[src/rtl/fetch_pkg.sv]
// Shared types and constants for the instruction fetch controller.
package fetch_pkg;

    localparam int unsigned INSTR_BYTES = 4;
    localparam logic [31:0] NOP_INSTR   = 32'h0000_0013;

    // Fetch sequencing states
    typedef enum logic [1:0] {
        REQ  = 2'd0,
        WAIT = 2'd1,
        HOLD = 2'd2
    } fetch_state_e;

    // Clear the byte-offset bits so every fetch address is word aligned.
    function automatic logic [31:0] align_word(input logic [31:0] addr);
        return addr & ~32'(INSTR_BYTES - 1);
    endfunction

endpackage

[src/rtl/fetch_buffer.sv]
// One-entry output holding register between instruction memory and decode.
// A flush drops the held word immediately and wins over load and consume.
module fetch_buffer (
    input  logic        clk,
    input  logic        rst_n,
    input  logic        flush_i,
    input  logic        in_valid_i,
    input  logic [31:0] in_data_i,
    input  logic [31:0] in_pc_i,
    output logic        out_valid_o,
    output logic [31:0] out_data_o,
    output logic [31:0] out_pc_o,
    input  logic        out_ready_i
);

    logic        valid_q, valid_d;
    logic [31:0] data_q,  data_d;
    logic [31:0] pc_q,    pc_d;

    // Next-entry selection: flush, then consume, then load
    always_comb begin
        valid_d = valid_q;
        data_d  = data_q;
        pc_d    = pc_q;
        if (flush_i) begin
            valid_d = 1'b0;
        end else if (valid_q && out_ready_i) begin
            valid_d = 1'b0;
        end else if (in_valid_i) begin
            valid_d = 1'b1;
            data_d  = in_data_i;
            pc_d    = in_pc_i;
        end
    end

    // Entry register
    always_ff @(posedge clk or negedge rst_n) begin
        if (!rst_n) begin
            valid_q <= 1'b0;
            data_q  <= 32'h0;
            pc_q    <= 32'h0;
        end else begin
            valid_q <= valid_d;
            data_q  <= data_d;
            pc_q    <= pc_d;
        end
    end

    assign out_valid_o = valid_q;
    assign out_data_o  = data_q;
    assign out_pc_o    = pc_q;

endmodule

[src/rtl/fetch_controller.sv]
// Instruction fetch controller: issues one word read at a time, holds the
// returned word for decode, and restarts on redirect.
// Optional build macro FETCH_PERF_CNT_EN adds the fetch_count output.
//
// state | meaning
// REQ   | request pc from memory (held off while a flushed response is due)
// WAIT  | one request outstanding, waiting for its response
// HOLD  | word offered to decode until consumed
module fetch_controller
    import fetch_pkg::*;
#(
    parameter logic [31:0] RESET_PC = 32'h0000_0000
) (
    input  logic        clk,
    input  logic        rst_n,
    output logic        mem_req_valid,
    output logic [31:0] mem_req_addr,
    input  logic        mem_req_ready,
    input  logic        mem_rsp_valid,
    input  logic [31:0] mem_rsp_data,
    input  logic        redirect_valid,
    input  logic [31:0] redirect_pc,
    output logic        instr_valid,
    output logic [31:0] instr_data,
    output logic [31:0] instr_pc,
    input  logic        instr_ready
`ifdef FETCH_PERF_CNT_EN
    ,
    output logic [31:0] fetch_count
`endif
);

    fetch_state_e state_q, state_d;
    logic [31:0]  pc_q, pc_d;
    logic         flush_q, flush_d;
    logic         req_en_q;
    logic         req_fire;
    logic         rsp_accept;

    // req_en_q keeps the request low until the first edge after reset release.
    // While flush_q is set a dropped response is still due, so no new request
    // goes out: at most one request is ever in flight.
    assign mem_req_valid = req_en_q && (state_q == REQ) && !flush_q;
    assign mem_req_addr  = pc_q;
    assign req_fire      = mem_req_valid && mem_req_ready;
    assign rsp_accept    = (state_q == WAIT) && mem_rsp_valid && !flush_q && !redirect_valid;

    // Next-state, next-pc and flush tracking; redirect overrides everything
    always_comb begin
        state_d = state_q;
        pc_d    = pc_q;
        flush_d = flush_q;
        if (flush_q && mem_rsp_valid) begin
            flush_d = 1'b0;
        end
        if (redirect_valid) begin
            pc_d    = align_word(redirect_pc);
            state_d = REQ;
            case (state_q)
                REQ:     if (req_fire) flush_d = 1'b1;
                WAIT:    if (!mem_rsp_valid) flush_d = 1'b1;
                default: ;
            endcase
        end else begin
            case (state_q)
                REQ: begin
                    if (req_fire) state_d = WAIT;
                end
                WAIT: begin
                    if (mem_rsp_valid) state_d = HOLD;
                end
                HOLD: begin
                    if (instr_ready) begin
                        pc_d    = pc_q + 32'(INSTR_BYTES);
                        state_d = REQ;
                    end
                end
                default: state_d = REQ;
            endcase
        end
    end

    // FSM, pc and flush registers
    always_ff @(posedge clk or negedge rst_n) begin
        if (!rst_n) begin
            state_q <= REQ;
            pc_q    <= RESET_PC;
            flush_q <= 1'b0;
        end else begin
            state_q <= state_d;
            pc_q    <= pc_d;
            flush_q <= flush_d;
        end
    end

    // Request enable: first rising edge after reset release
    always_ff @(posedge clk or negedge rst_n) begin
        if (!rst_n) begin
            req_en_q <= 1'b0;
        end else begin
            req_en_q <= 1'b1;
        end
    end

    fetch_buffer u_buffer (
        .clk         (clk),
        .rst_n       (rst_n),
        .flush_i     (redirect_valid),
        .in_valid_i  (rsp_accept),
        .in_data_i   (mem_rsp_data),
        .in_pc_i     (pc_q),
        .out_valid_o (instr_valid),
        .out_data_o  (instr_data),
        .out_pc_o    (instr_pc),
        .out_ready_i (instr_ready)
    );

`ifdef FETCH_PERF_CNT_EN
    logic [31:0] count_q;

    // Count consumed words; a redirect in the same cycle cancels the consume
    always_ff @(posedge clk or negedge rst_n) begin
        if (!rst_n) begin
            count_q <= 32'h0;
        end else if (instr_valid && instr_ready && !redirect_valid) begin
            count_q <= count_q + 32'h1;
        end
    end

    assign fetch_count = count_q;
`endif

endmodule

[config.mk]
export PLATFORM = sky130hd
export DESIGN_NAME = fetch_controller
export DESIGN_NICKNAME = d
export VERILOG_FILES = /design/src/rtl/fetch_pkg.sv /design/src/rtl/fetch_buffer.sv /design/src/rtl/fetch_controller.sv
export SDC_FILE = /design/constraint.sdc
export NUM_CORES = 1
export LEC_CHECK = 0
export BUFFER_PORTS_ARGS = -buffer_cell sky130_fd_sc_hd__buf_2
export CORE_MARGIN = 2
export CORE_UTILIZATION = 29
export CTS_CLUSTER_DIAMETER = 80
export CTS_CLUSTER_SIZE = 14
export DETAILED_ROUTE_END_ITERATION = 10
export PLACE_DENSITY = 0.61
export SYNTH_ARGS = -nofsm -noshare
export SYNTH_HDL_FRONTEND = slang
export SYNTH_HIERARCHICAL = 1
export SYNTH_SLANG_ARGS = --single-unit
[constraint.sdc]
create_clock -name clk -period 2.4 [get_ports clk]
set_input_delay 0.12 -clock clk [delete_from_list [all_inputs] [get_ports clk]]
set_output_delay 0.12 -clock clk [all_outputs]
set_load 0.02 [all_outputs]
==> metrics.md, run 1 <==
| Metric | Value |
|---|---|
| Starting Density | `0.2944` |
| Crit path DAT | `2490 ps` |
| Top Ports | `168` |
| Die ar. | `16,320 µm²` |
| TritonRoute pass-1 iters | `4` |
| Worst VDD drop | `0.3413 mV` |
| Mean cell area of the mapped netlist | `12.07 µm²` |
| Total congestion overflow | `0` |
| First-pass GRT wire length | `18,160 µm` |
| Area growth syn-to-layout | `39.18%` |
| Fin. max-slew vios | `0` |
| Chip Width | `127.8 µm` |
| Placed cell count | `708` |
| Clk pin slew, worst setup/hold paths | `70 ps` |
| Final non-filler cell total | `767` |
| Slew margin rel. | `0.5739` |
| Num rows | `45` |
| Drt via density | `4.767` |
| Minimum clock period | `2221 ps` |
| Sequential share of power | `0.441` |
| Switching share of power | `0.3105` |
| Routed Antenna Nets | `0` |
| Critical Path Sink Type | `register` |
| Hpwl dp | `7925 µm` |
| Pin count of the biggest net entering global routing | `56` |
| Setup Skew | `10.51 ps` |
| Post-synthesis sequential area ratio | `0.5577` |
| Register bit total from synthesis | `99` |
| Crit Path Class | `reg -> reg` |
| Most frequent cell after synthesis | `dfrtp_1` |
| Die Y | `127.8 µm` |
| Routed len/inst | `14.83 µm` |
| CTS max path bufs | `2` |
| Status | `finished, final reports clean` |
| Post-synth EDFFs | `0` |
| Postcts setup bufs | `0` |
| Vias in the first global route | `3,614` |
| Synth top cells by count | `99 x dfrtp_1, 60 x mux2_2, 24 x nand2_1` |
| Max Fclk | `450.3 MHz` |
| Yosys top cell area share | `0.5577` |
| Int Power | `0.003413 W` |
| # fillers | `1,443` |
| Placer Congestion | `0.7293` |
| Buffers on Ports | `163` |
| DRC errors left | `0` |
| Initial antenna violation count | `1` |
| Largest cells by area after synthesis | `dfrtp_1 56%, mux2_2 15%, or4_1 2.4%` |
| Final Setup Violations | `0` |
| Async S/R FF share, synth | `1.000` |
| Register area | `2477 µm²` |
| Tot Pwr | `0.004950 W` |
| Pwr dens | `800.6 nW/µm²` |
| GRT Util Overall | `0.1422` |
| Max_cap viols | `0` |
| Worst Hold Class | `in -> reg` |
| Total number of vias | `3,656` |
| Distinct cells, synth | `40` |
| Post_cts resized | `0` |
| Cts-stage hold buffer count | `41` |
| Synth area leader | `dfrtp_1` |
| CP Launch Type | `register` |
| Initial detailed-routing violation count | `243` |
| Num CTS Buffers | `9` |
| Tcrit/Tclk final | `0.9254` |
| Cell area after synthesis | `4442 µm²` |
| RSZ-0062 raised after global routing | `no` |
| TritonCTS clock tree | `yes` |
| Footprint of the multi-input gates | `1807 µm²` |
| Hold WS | `16.03 ps` |
| Setup TNS Final | `0 ps` |
| Syn Inst Count | `368` |
| Synth Flop Type | `dfrtp_1` |
| Clock power frac | `0.302` |
| Final WL | `11,380 µm` |
| Yosys warnings | `6` |
| Final Hold Viols | `0` |
| Psw | `0.001537 W` |
| H-tree depth | `3` |
| Leak pwr | `2.956 nW` |
| Critical Path RT | `2670 ps` |
| Clock Sinks | `99` |
| Worst-path maximum fanout | `21` |
| Layout cells sized above 1 | `0.4350` |
| Clock root buffer | `clkbuf_16` |
| Worst-Margin Slew | `639.1 ps` |
| Clock insertion delay at the later pin of the skew report | `350 ps` |
| Core area | `15,090 µm²` |
| Gate power share | `0.257` |
| Fin nets | `643` |
power by group through the flow:
stage,sequential (W),clock [W],combinational [W]
finish,0.00218,0.00150,0.00127
CTS,0.00218,0.00156,0.00129
global placement,0.00219,0,0.00122
global route,0.00222,0.00163,0.00137
floorplan,0.00258,0,0.000356
detailed placement,0.00221,0,0.00123
through the flow:
| step | instance area [µm²] | setup WS, ps | util |
|---|---|---|---|
| finish | 6182 | 179.0 | 0.4097 |
| global route | 6180 | 94.53 | 0.4095 |
| CTS | 6177 | 207.4 | 0.4094 |
| detailed placement | 5453 | 225.5 | 0.3614 |
| global placement | 5453 | 299.7 | 0.3614 |
| floorplan | 4453 | 271.7 | - |
registers in the layout (all words and copies together), names as in the netlist:
signal                count
u_buffer/out_data_o      32
u_buffer/out_pc_o        32
mem_req_addr             30
state_q                   2
flush_q                   1
req_en_q                  1
u_buffer/out_valid_o      1
path summary, 6_finish.rpt:
check                                          start                     end  slack (ps)  cells past startpoint
max in group asynchronous                      rst_n        mem_req_addr[21]        1340                      3
worst max-delay path                 mem_req_addr[8]        mem_req_addr[29]         180                      4
min in group asynchronous                      rst_n        mem_req_addr[18]         330                      2
worst min register to register  u_buffer/out_pc_o[2]    u_buffer/out_pc_o[2]         480                      1
worst min-delay path                 mem_rsp_data[5]  u_buffer/out_data_o[5]          20                      2
worst max register to register       mem_req_addr[8]        mem_req_addr[29]         180                      4
area by class of cell:
class / instances / share of cell area
diodes: 2 / 0.0008096
clock buffers: 12 / 0.04311
clock inverters: 4 / 0.007691
inverters: 6 / 0.003643
multi-input cells: 243 / 0.2922
flip-flops and latches: 99 / 0.4007
well taps: 188 / 0.03805
repair buffers: 213 / 0.2137
cell families (layout without fill, tap and decap cells):
group           after synthesis  in the layout  synth area share
mux                          66             66            0.1670
flops                        99             99            0.5577
fa+ha+maj                     1              1          0.002816
other cells                   2              7          0.001691
xor+xnor                     11             11           0.02169
buf+inv                      29            235           0.03803
simple gates                108            108            0.1335
compound gates               52             52           0.07747
routing by layer:
metal	wire, µm	up-vias	GRT usage
li1	-	1755	-
met1	4913	1772	0.1844
met2	5443	111	0.2211
met3	725	18	0.03840
met4	295	0	0.06787
met5	0	-	0
critical path, cell delays in order (launching register included):
cell	delay, ps
dfrtp_1	500
nand4_2	220
or4_4	690
or4_1	550
a31oi_1	180
cells in the final DEF, fill, tap and decap left out, drive strengths merged, types with 2 or more instances in the layout:
| cell type | netlist | final |
|---|---|---|
| dlygate4sd3 | 0 | 41 |
| conb | 2 | 5 |
| dfrtp | 99 | 99 |
| o21ai | 16 | 16 |
| mux2 | 65 | 65 |
| clkbuf | 14 | 12 |
| a21oi | 2 | 2 |
| nor4 | 5 | 5 |
| buf | 9 | 172 |
| diode | 0 | 2 |
| clkinv | 0 | 2 |
| o31ai | 13 | 13 |
| nand2 | 24 | 24 |
| xor2 | 4 | 4 |
| nor2 | 20 | 20 |
| nand3 | 14 | 14 |
| or4 | 15 | 15 |
| and4 | 3 | 3 |
| nand4 | 8 | 8 |
| or3 | 3 | 3 |
| inv | 6 | 6 |
| and3 | 4 | 4 |
| xnor2 | 7 | 7 |
| nor2b | 4 | 4 |
| nor3 | 2 | 2 |
| a22o | 2 | 2 |
| a31oi | 15 | 15 |
No activity file was read; power rests on OpenSTA's default activity.
==> run 2: changes to the inputs <==
- CELL_PAD_IN_SITES_DETAIL_PLACEMENT: unset -> 1
- CELL_PAD_IN_SITES_GLOBAL_PLACEMENT: unset -> 1
- CTS_CLUSTER_DIAMETER: 80 -> 50
- PLACE_DENSITY: 0.61 -> 0.73
==> metrics.md, run 2 (synthesis results as in run 1) <==
| Metric | Value |
|---|---|
| Die ar. | `16,320 µm² (unchanged)` |
| Crit path DAT | `2480 ps (was 2490 ps)` |
| Critical Path RT | `2660 ps (was 2670 ps)` |
| Core area | `15,090 µm² (unchanged)` |
| Postcts setup bufs | `0 (unchanged)` |
| Worst-Margin Slew | `667.0 ps (was 639.1 ps)` |
| Placer Congestion | `0.7963 (was 0.7293)` |
| Final instance area | `5979 µm² (was 6182 µm²)` |
| Buffers on Ports | `163 (unchanged)` |
| Initial antenna violation count | `1 (unchanged)` |
| Max_cap viols | `0 (unchanged)` |
| Critical Path Sink Type | `register (unchanged)` |
| Chip Width | `127.8 µm (unchanged)` |
| Max Fclk | `450.2 MHz (was 450.3 MHz)` |
| Layout cells sized above 1 | `0.4478 (was 0.4350)` |
| Worst path slowest cell | `or4_4 (unchanged)` |
| Initial detailed-routing violation count | `77 (was 243)` |
| First-pass GRT wire length | `20,750 µm (was 18,160 µm)` |
| Hpwl dp | `9174 µm (was 7925 µm)` |
| Worst VDD drop | `0.3504 mV (was 0.3413 mV)` |
| H-tree depth | `3 (unchanged)` |
| Clock root buffer | `clkbuf_16 (unchanged)` |
| Leak pwr | `2.873 nW (was 2.956 nW)` |
| Total congestion overflow | `0 (unchanged)` |
| Worst-path maximum fanout | `21 (unchanged)` |
| Worst Hold Class | `in -> reg (unchanged)` |
| Tcrit/Tclk final | `0.9256 (was 0.9254)` |
| Slew margin rel. | `0.5553 (was 0.5739)` |
| Total number of vias | `3,639 (was 3,656)` |
| Vias in the first global route | `4,037 (was 3,614)` |
| Area growth syn-to-layout | `34.62% (was 39.18%)` |
| Num rows | `45 (unchanged)` |
| Die Y | `127.8 µm (unchanged)` |
| Crit path buffers/inverters | `0 (unchanged)` |
| Fin util | `0.3963 (was 0.4097)` |
| Routed len/inst | `17.15 µm (was 14.83 µm)` |
| Pin count of the biggest net entering global routing | `51 (was 56)` |
| Worst path cell trace | `nand4_2 > or4_4 > or4_1 > a31oi_1 (unchanged)` |
| DRC errors left | `0 (unchanged)` |
| Clock insertion delay at the later pin of the skew report | `340 ps (was 350 ps)` |
| Clock Sinks | `99 (unchanged)` |
| Routed Antenna Nets | `0 (unchanged)` |
| CP Launch Type | `register (unchanged)` |
| Drt via density | `4.885 (was 4.767)` |
| Area after DPL | `5453 µm² (unchanged)` |
| Final Hold Viols | `0 (unchanged)` |
| Setup Skew | `9.500 ps (was 10.51 ps)` |
| Fin. max-slew vios | `0 (unchanged)` |
| Starting Density | `0.2944 (unchanged)` |
| Crit Path Class | `reg -> reg (unchanged)` |
| RSZ-0062 raised after global routing | `no (unchanged)` |
| Clk pin slew, worst setup/hold paths | `70 ps (about the same)` |
| Status | `finished, final reports clean (unchanged)` |
| Most frequent cells in the layout | `162 x buf_2, 99 x dfrtp_1, 60 x mux2_2 (unchanged)` |
| Final Setup Violations | `0 (unchanged)` |
| CP max stage delay | `690 ps (about the same)` |
| TritonCTS clock tree | `yes (unchanged)` |
| Setup TNS Final | `0 ps (unchanged)` |
| CP top delay family | `simple AND/OR/NAND/NOR gates (unchanged)` |
| Pwr dens | `832.4 nW/µm² (was 800.6 nW/µm²)` |
| Num CTS Buffers | `9 (unchanged)` |
| Final WL | `12,780 µm (was 11,380 µm)` |
| Top Ports | `168 (unchanged)` |
| Minimum clock period | `2221 ps (about the same)` |
| TritonRoute pass-1 iters | `4 (unchanged)` |
| Post_cts resized | `0 (unchanged)` |
| CTS max path bufs | `2 (unchanged)` |
| Commonest non-fill, non-tap cell in the layout | `buf_2 (unchanged)` |
| Fin nets | `623 (was 643)` |
| GRT Util Overall | `0.1609 (was 0.1422)` |
| Cts-stage hold buffer count | `21 (was 41)` |
[run 2: cell types whose count changed in the layout (fill, tap and decap cells not counted)]
cell,change
clkinv_2,-2
clkbuf_8,+1
clkinvlp_4,-1
diode_2,-1
dlygate4sd3_1,-20
clkbuf_1,+1
[run 2: layout make-up]
cell class | instances | area [µm²]
fill | 1724 | 9110
sequential | 99 | 2477
multi-input combinational | 243 | 1807
timing repair buffer | 193 | 1121
clock buffer | 14 | 284.0
tap | 188 | 235.2
clock inverter | 1 | 30.03
inverter | 6 | 22.52
antenna | 1 | 2.502
[run 2: path summary, 6_finish.rpt]
path                                      start                       to  depth (start not counted)  slack, ps
min                            mem_rsp_data[21]  u_buffer/out_data_o[21]                          2         20
min reg2reg                u_buffer/out_pc_o[2]     u_buffer/out_pc_o[2]                          1        500
max                             mem_req_addr[8]         mem_req_addr[27]                          4        180
max in group asynchronous                 rst_n         mem_req_addr[18]                          3       1340
min in group asynchronous                 rst_n    u_buffer/out_pc_o[23]                          2        350
max reg2reg                     mem_req_addr[8]         mem_req_addr[27]                          4        180
[run 2: layer usage]
layer / vias up / track usage / wire (µm)
met5: - / 0 / 0
met4: 0 / 0.05559 / 229
met3: 16 / 0.04174 / 641
met2: 100 / 0.2787 / 6590
met1: 1824 / 0.1945 / 5316
li1: 1699 / - / -
[run 2: power breakdown]
group / internal (W) / leakage [nW] / switching (W) / total [W]
Combinational: 0.000523 / 1.47 / 0.000745 / 0.00127
Sequential: 0.00198 / 1.25 / 0.000208 / 0.00219
Clock: 0.000918 / 0.155 / 0.000604 / 0.00152
Total: 0.00342 / 2.87 / 0.00156 / 0.00498
[run 2: metrics by stage]
step / std cells / power, W / worst slack [ps] / hold slack (ps)
detailed placement: 708 / 0.003480 / 190.4 / 194.0
finish: 745 / 0.004977 / 178.6 / 17.38
global route: 745 / 0.005254 / 44.11 / 4.459
CTS: 744 / 0.005059 / 162.8 / 1.643
global placement: 708 / 0.003410 / 306.0 / 178.3
floorplan: 371 / 0.002933 / 271.7 / -175.6
